### config.mk
export PLATFORM = sky130hd
export DESIGN_NAME = serial_cmp_ctrl_flat
export DESIGN_NICKNAME = d
export VERILOG_FILES = /design/src/rtl/cmp_pkg.sv /design/src/rtl/serial_cmp_ctrl_if.sv /design/src/rtl/cmp2_cell.sv /design/src/rtl/serial_cmp_ctrl.sv /design/src/flat_wrapper.sv
export SDC_FILE = /design/constraint.sdc
export NUM_CORES = 1
export LEC_CHECK = 0
export ABC_AREA = 1
export BUFFER_PORTS_ARGS = -buffer_cell sky130_fd_sc_hd__buf_2
export CORE_MARGIN = 4
export CORE_UTILIZATION = 42
export DETAILED_ROUTE_END_ITERATION = 6
export PLACE_DENSITY = 0.62
export SYNTH_ARGS = -nofsm -noshare
export SYNTH_HDL_FRONTEND = slang
export SYNTH_SLANG_ARGS = --single-unit
### constraint.sdc
create_clock -name clk -period 3.55 [get_ports clk]
set_input_delay 0.71 -clock clk [delete_from_list [all_inputs] [get_ports clk]]
set_output_delay 0.71 -clock clk [all_outputs]
set_load 0.05 [all_outputs]
### src/rtl/cmp_pkg.sv
// Shared types and constants for the serial magnitude comparator.
// The compare digit is two bits wide; operands are scanned one digit per clock.
package cmp_pkg;

  localparam int DIGIT_W = 2;

  typedef logic [DIGIT_W-1:0] digit_t;

  typedef enum logic [1:0] {
    IDLE = 2'd0,
    SCAN = 2'd1,
    DONE = 2'd2
  } state_t;

  // One-hot compare outcome; all-zero means "no result yet".
  typedef struct packed {
    logic gt;
    logic eq;
    logic lt;
  } result_t;

  // Width of a down-counter that must hold values 0..d-1, never narrower than one bit.
  function automatic int idx_width(input int d);
    return (d > 1) ? $clog2(d) : 1;
  endfunction

endpackage

### src/rtl/serial_cmp_ctrl_if.sv
// Start/ready handshake, operands and registered results of the serial comparator.
// The requester drives start/a/b; the comparator drives ready/done and the result flags.
interface serial_cmp_ctrl_if #(
  parameter int W = 8
);

  logic         start;
  logic [W-1:0] a;
  logic [W-1:0] b;
  logic         ready;
  logic         done;
  logic         agtb;
  logic         aeqb;
  logic         altb;

  modport master (
    output start,
    output a,
    output b,
    input  ready,
    input  done,
    input  agtb,
    input  aeqb,
    input  altb
  );

  modport slave (
    input  start,
    input  a,
    input  b,
    output ready,
    output done,
    output agtb,
    output aeqb,
    output altb
  );

endinterface

### src/rtl/cmp2_cell.sv
// Combinational 2-bit unsigned greater-than cell.
// The controller instantiates it twice with swapped operands to obtain both gt and lt.
module cmp2_cell
  import cmp_pkg::*;
(
  input  digit_t x,
  input  digit_t y,
  output logic   gt
);

  // x > y for 2-bit unsigned: MSB decides, otherwise LSB decides on equal MSBs.
  assign gt = (x[1] & ~y[1]) | (~(x[1] ^ y[1]) & x[0] & ~y[0]);

endmodule

### src/rtl/serial_cmp_ctrl.sv
// Sequenced MSB-first magnitude comparator: one 2-bit digit per clock through a shared cell,
// stopping at the first differing digit and reporting the result with a one-cycle done pulse.
module serial_cmp_ctrl
  import cmp_pkg::*;
#(
  parameter int W = 8
) (
  input  logic                 clk,
  input  logic                 reset_n,
  serial_cmp_ctrl_if.slave     bus
);

  localparam int D     = W / DIGIT_W;
  localparam int IDX_W = idx_width(D);

  if ((W % DIGIT_W) != 0 || W < DIGIT_W) begin : g_bad_width
    $error("serial_cmp_ctrl: W must be even and at least 2");
  end

  state_t           state;
  state_t           state_nxt;
  logic [W-1:0]     sh_a;
  logic [W-1:0]     sh_b;
  logic [IDX_W-1:0] idx;
  result_t          result_q;

  digit_t           dig_a;
  digit_t           dig_b;
  logic             gt;
  logic             lt;

  logic             load;
  logic             shift;
  logic             set_gt;
  logic             set_lt;
  logic             set_eq;

  assign dig_a = sh_a[W-1 -: DIGIT_W];
  assign dig_b = sh_b[W-1 -: DIGIT_W];

  cmp2_cell u_cmp_gt (
    .x  (dig_a),
    .y  (dig_b),
    .gt (gt)
  );

  cmp2_cell u_cmp_lt (
    .x  (dig_b),
    .y  (dig_a),
    .gt (lt)
  );

  // NOTE: sequential state uses non-blocking assignments so every register samples
  // pre-edge values; blocking here would create order-dependent simulation races.
  always_ff @(posedge clk or negedge reset_n) begin
    if (!reset_n) begin
      state <= IDLE;
    end else begin
      state <= state_nxt;
    end
  end

  // NOTE: every signal written below gets a default first, so no path through the
  // case leaves one unassigned and no latch is inferred.
  always_comb begin
    state_nxt = state;
    load      = 1'b0;
    shift     = 1'b0;
    set_gt    = 1'b0;
    set_lt    = 1'b0;
    set_eq    = 1'b0;

    unique case (state)
      IDLE: begin
        if (bus.start) begin
          load      = 1'b1;
          state_nxt = SCAN;
        end
      end

      SCAN: begin
        if (gt) begin
          set_gt    = 1'b1;
          state_nxt = DONE;
        end else if (lt) begin
          set_lt    = 1'b1;
          state_nxt = DONE;
        end else if (idx == '0) begin
          set_eq    = 1'b1;
          state_nxt = DONE;
        end else begin
          shift     = 1'b1;
        end
      end

      DONE: begin
        state_nxt = IDLE;
      end

      default: begin
        state_nxt = IDLE;
      end
    endcase
  end

  // Operand shift registers and digit index: loaded on acceptance, advanced while scanning.
  always_ff @(posedge clk or negedge reset_n) begin
    if (!reset_n) begin
      sh_a <= '0;
      sh_b <= '0;
      idx  <= '0;
    end else if (load) begin
      sh_a <= bus.a;
      sh_b <= bus.b;
      idx  <= IDX_W'(D - 1);
    end else if (shift) begin
      sh_a <= sh_a << DIGIT_W;
      sh_b <= sh_b << DIGIT_W;
      idx  <= idx - IDX_W'(1);
    end
  end

  // Results are cleared on acceptance and hold after the decision until the next acceptance.
  always_ff @(posedge clk or negedge reset_n) begin
    if (!reset_n) begin
      result_q <= '0;
    end else if (load) begin
      result_q <= '0;
    end else begin
      if (set_gt) result_q.gt <= 1'b1;
      if (set_lt) result_q.lt <= 1'b1;
      if (set_eq) result_q.eq <= 1'b1;
    end
  end

  assign bus.ready = (state == IDLE);
  assign bus.done  = (state == DONE);
  assign bus.agtb  = result_q.gt;
  assign bus.aeqb  = result_q.eq;
  assign bus.altb  = result_q.lt;

endmodule

### src/flat_wrapper.sv
// flat-port wrapper written by rule: the top's interface ports become plain ports
module serial_cmp_ctrl_flat import cmp_pkg::*;
#(
  parameter int W = 8
)
  (clk, reset_n, bus_start, bus_a, bus_b, bus_ready, bus_done, bus_agtb, bus_aeqb, bus_altb);
  serial_cmp_ctrl_if #(.W(W)) bus_i ();
  input  logic clk;
  input  logic reset_n;
  input wire logic [$bits(bus_i.start)-1:0] bus_start;
  input wire logic [$bits(bus_i.a)-1:0] bus_a;
  input wire logic [$bits(bus_i.b)-1:0] bus_b;
  output wire logic [$bits(bus_i.ready)-1:0] bus_ready;
  output wire logic [$bits(bus_i.done)-1:0] bus_done;
  output wire logic [$bits(bus_i.agtb)-1:0] bus_agtb;
  output wire logic [$bits(bus_i.aeqb)-1:0] bus_aeqb;
  output wire logic [$bits(bus_i.altb)-1:0] bus_altb;
  assign bus_i.start = bus_start;
  assign bus_i.a = bus_a;
  assign bus_i.b = bus_b;
  assign bus_ready = bus_i.ready;
  assign bus_done = bus_i.done;
  assign bus_agtb = bus_i.agtb;
  assign bus_aeqb = bus_i.aeqb;
  assign bus_altb = bus_i.altb;
  serial_cmp_ctrl #(.W(W)) u_core (.clk(clk), .reset_n(reset_n), .bus(bus_i));
endmodule
==> metrics.md <==
| Metric | Value |
|---|---|
| Via/cell ratio | 4.90 |
| Cells after Synth | 153 |
| CTS Hold Bufs | 0 |
| Worst setup path class | flop to primary output |
| Hold Fails Final Rpt | 0 |
| Int Power | 596 uW |
| FF-to-FF End | u_core.sh_a[2]$_DFFE_PN0P_ |
| Non-filler cells, final | 205 |
| Switching part of the total | 0.477 |
| Logic pwr share | 0.513 |
| Multiplexer area fraction after synthesis | 0 |
| Data required time of the worst path | 2.84 ns |
| Chip Height | 61.3 microns |
| Total grt overflow | 0 |
| Post-CTS sizing | 0 |
| FF/Latch Area | 576 sq um |
| Critical Path Source Type | flop |
| Antenna violations before repair | 0 |
| Post-Place Cells | 201 |
| Synth Area in XOR/XNOR | 0 |
| Max_cap viols | 0 |
| Vias | 1005 |
| Pre-CTS setup slack | 1.56 ns |
| Core ar. | 2730 sq um |
| Max_slew headroom | 0.568 |
| CP Data Arrival Time | 1.15 ns |
| Sequential Power Share | 0.379 |
| Overall routing resource usage | 0.140 |
| Achievable Freq | 538 MHz |
| RSZ-0062 raised after global routing | false |
| Post-detail-place hpwl | 1600 microns |
| Residual DRC count | 0 |
| Clock Power Share | 0.107 |
| Die ar. | 3760 sq um |
| Compound-Gate Fraction of Synth Area | 0.0314 |
| Post-Synth Simple-Gate Area | 0.398 |
| Final Wtd Congestion | 0.727 |
| Final setup viols | 0 |
| Area Growth Syn to Fin | 11.3% |
| Sequence of cells on the critical path | nor2_2 -> buf_2 |
| # clock sinks | 23 |
| Clk slew on worst S/H paths | 0.12 ns |
| Critical path endpoint category | primary output |
| Seq/Total Area, Yosys | 0.482 |
| Htree depth | 1 |
| Initial Utilization | 0.437 |
| Final wirelength | 2300 microns |
| Dominant cells by area after synthesis | dfrtp_1, nand2_1, nand3_1, ha_1, buf_6 |
| Drt pass-1 iters | 4 |
| Setup ws final | 1.69 ns |
| PwrDens | 857 nW/um^2 |
| Final Critical Period | 1.86 ns |
| Commonest cells in the netlist | nand2_1, dfrtp_1, nand3_1, inv_1, nor2_1 |
| Area share of the largest cell type after synthesis | 0.482 |
| Count leader, synth | nand2_1 |
| R2R Setup Slk | 1.80 ns |
| Vias in the first global route | 893 |
| Synth Area in Adders | 0.0314 |
| Clock skew | 0.00239 ns |
| Post-layout util | 0.486 |
| Area of the multi-input gates | 551 sq um |
| CTS tree | yes |
| Reg2reg start | u_core.sh_b[7]$_DFFE_PN0P_ |
| Cell row count | 19 |
| FF-to-FF path depth | 9 |
| Max Slew Vio Count | 0 |
| Maximum number of pins on one net before global-route repair | 37 |
| DR WL/cell | 11.2 microns |
| Post-route ant nets | 0 |
| Num CTS Buffers | 3 |
| Share of layout cells above drive strength 1 | 0.201 |
| N_diodes | 0 |
| Fillers | 290 |
| Tcrit/Tclk final | 0.524 |
| FFs w/ async S/R, synth | 1.00 |
| First-pass GRT wire length | 3870 microns |
| Mapped Area | 1190 sq um |
| Post-CTS Setup Inserts | 0 |
| Crit path largest cell delay | 0.43 ns |
| Slowest cell on the critical path | dfrtp_1 |
| Main flop type after synthesis | dfrtp_1 |
| CP Max Fanout | 3 |
| Yosys reg bits | 23 |
| Slew @ Worst Pin | 0.645 ns |
| Initial DRC Count | 28 |
| Net Count, Synth | 175 |
| Status | finished clean |
| Root buffer cell | clkbuf_4 |
| Worst Hold Class | input pin to async pin |
| Mean Syn Cell Area | 7.80 sq um |
| Horiz. Die Dim | 61.3 microns |
| Netlist cell types | 19 |
| Max VDD drop | 0.573 mV |
| Max Buffers Root-to-Sink | 2 |
| Setup TNS | 0 ns |
| Ys Warns | 0 |
| Fin nets | 197 |
| Top Ports | 24 |
| Synth area leader | dfrtp_1 |
| Net Sw Power | 542 uW |
| P_leak | 0.761 nW |
| I/O Buffers | 23 |
| Clock Latency Late Sink | 0.31 ns |
| Largest family of logic cells by synthesized area | simple AND/OR/NAND/NOR gates |
| Number of synthesized flops with an enable pin | 0 |
-- routing by layer --
metal / global-route usage / up-vias / share of wire
met4: 0.0372 / 0 / 0.0057
met3: 0.0482 / 2 / 0.061
met2: 0.239 / 22 / 0.48
met1: 0.168 / 455 / 0.46
li1: - / 526 / -
met5: 0 / - / 0
-- cell usage in the layout, fill, tap and decap left out, types with 3 or more instances in the layout --
master,instances
buf_2,23
clkbuf_4,3
dfrtp_1,23
ha_1,3
inv_1,5
nand2_1,77
nand3_1,20
nor2_1,4
nor2_2,3
-- power groups by stage --
stage               sequential (mW)  clock, mW  combinational, mW
global placement              0.435          0              0.584
CTS                           0.433      0.133              0.595
finish                        0.432      0.122              0.584
floorplan                     0.472          0              0.468
detailed placement            0.439          0              0.593
global route                  0.447      0.141              0.667
-- worst max-delay path, delay by kind of cell (launching register included) --
family        cells  cell delay (ns)
buf+inv           1             0.27
simple gates      1             0.14
flops             1             0.43
-- layout make-up --
| type | count | share of cell area |
|---|---|---|
| timing repair buffer | 23 | 0.0866 |
| inverter | 6 | 0.0169 |
| clock buffer | 4 | 0.0198 |
| sequential | 23 | 0.433 |
| multi-input combinational | 118 | 0.414 |
| tap | 31 | 0.0292 |
-- registers in the layout, summed over array words and instances, names as in the netlist --
| name | count |
|---|---|
| u_core.bus.agtb | 1 |
| u_core.bus.altb | 1 |
| u_core.state | 2 |
| u_core.sh_b | 8 |
| u_core.bus.aeqb | 1 |
| u_core.idx | 2 |
| u_core.sh_a | 8 |
-- kinds of logic after synthesis --
group | count (synthesis)
fa+ha+maj | 3
buf+inv | 12
compound gates | 6
simple gates | 109
flops | 23
-- per-stage QoR --
| stage | total power, mW | area (sq um) | hold WS, ns |
|---|---|---|---|
| floorplan | 0.940 | 1190 | 0.414 |
| global placement | 1.02 | 1300 | 0.464 |
| detailed placement | 1.03 | 1300 | 0.466 |
| CTS | 1.16 | 1330 | 0.354 |
| global route | 1.25 | 1330 | 0.374 |
| finish | 1.14 | 1330 | 0.349 |
-- how the worst max path moves through the flow --
stage | from | endpoint | slack (ns) | cells after the start
2_1_floorplan | u_core.state[0]$_DFFE_PN0P_ | bus_done | 1.78 | 1
4_1_cts | u_core.state[0]$_DFFE_PN0P_ | bus_ready | 1.66 | 2
3_3_place_gp | bus_start | u_core.sh_a[7]$_DFFE_PN0P_ | 1.59 | 7
5_1_grt | u_core.state[0]$_DFFE_PN0P_ | bus_ready | 1.61 | 2
6_report | u_core.state[0]$_DFFE_PN0P_ | bus_ready | 1.69 | 2
3_5_place_dp | bus_start | u_core.sh_a[7]$_DFFE_PN0P_ | 1.56 | 7
Power figures use the tool's default switching activity.
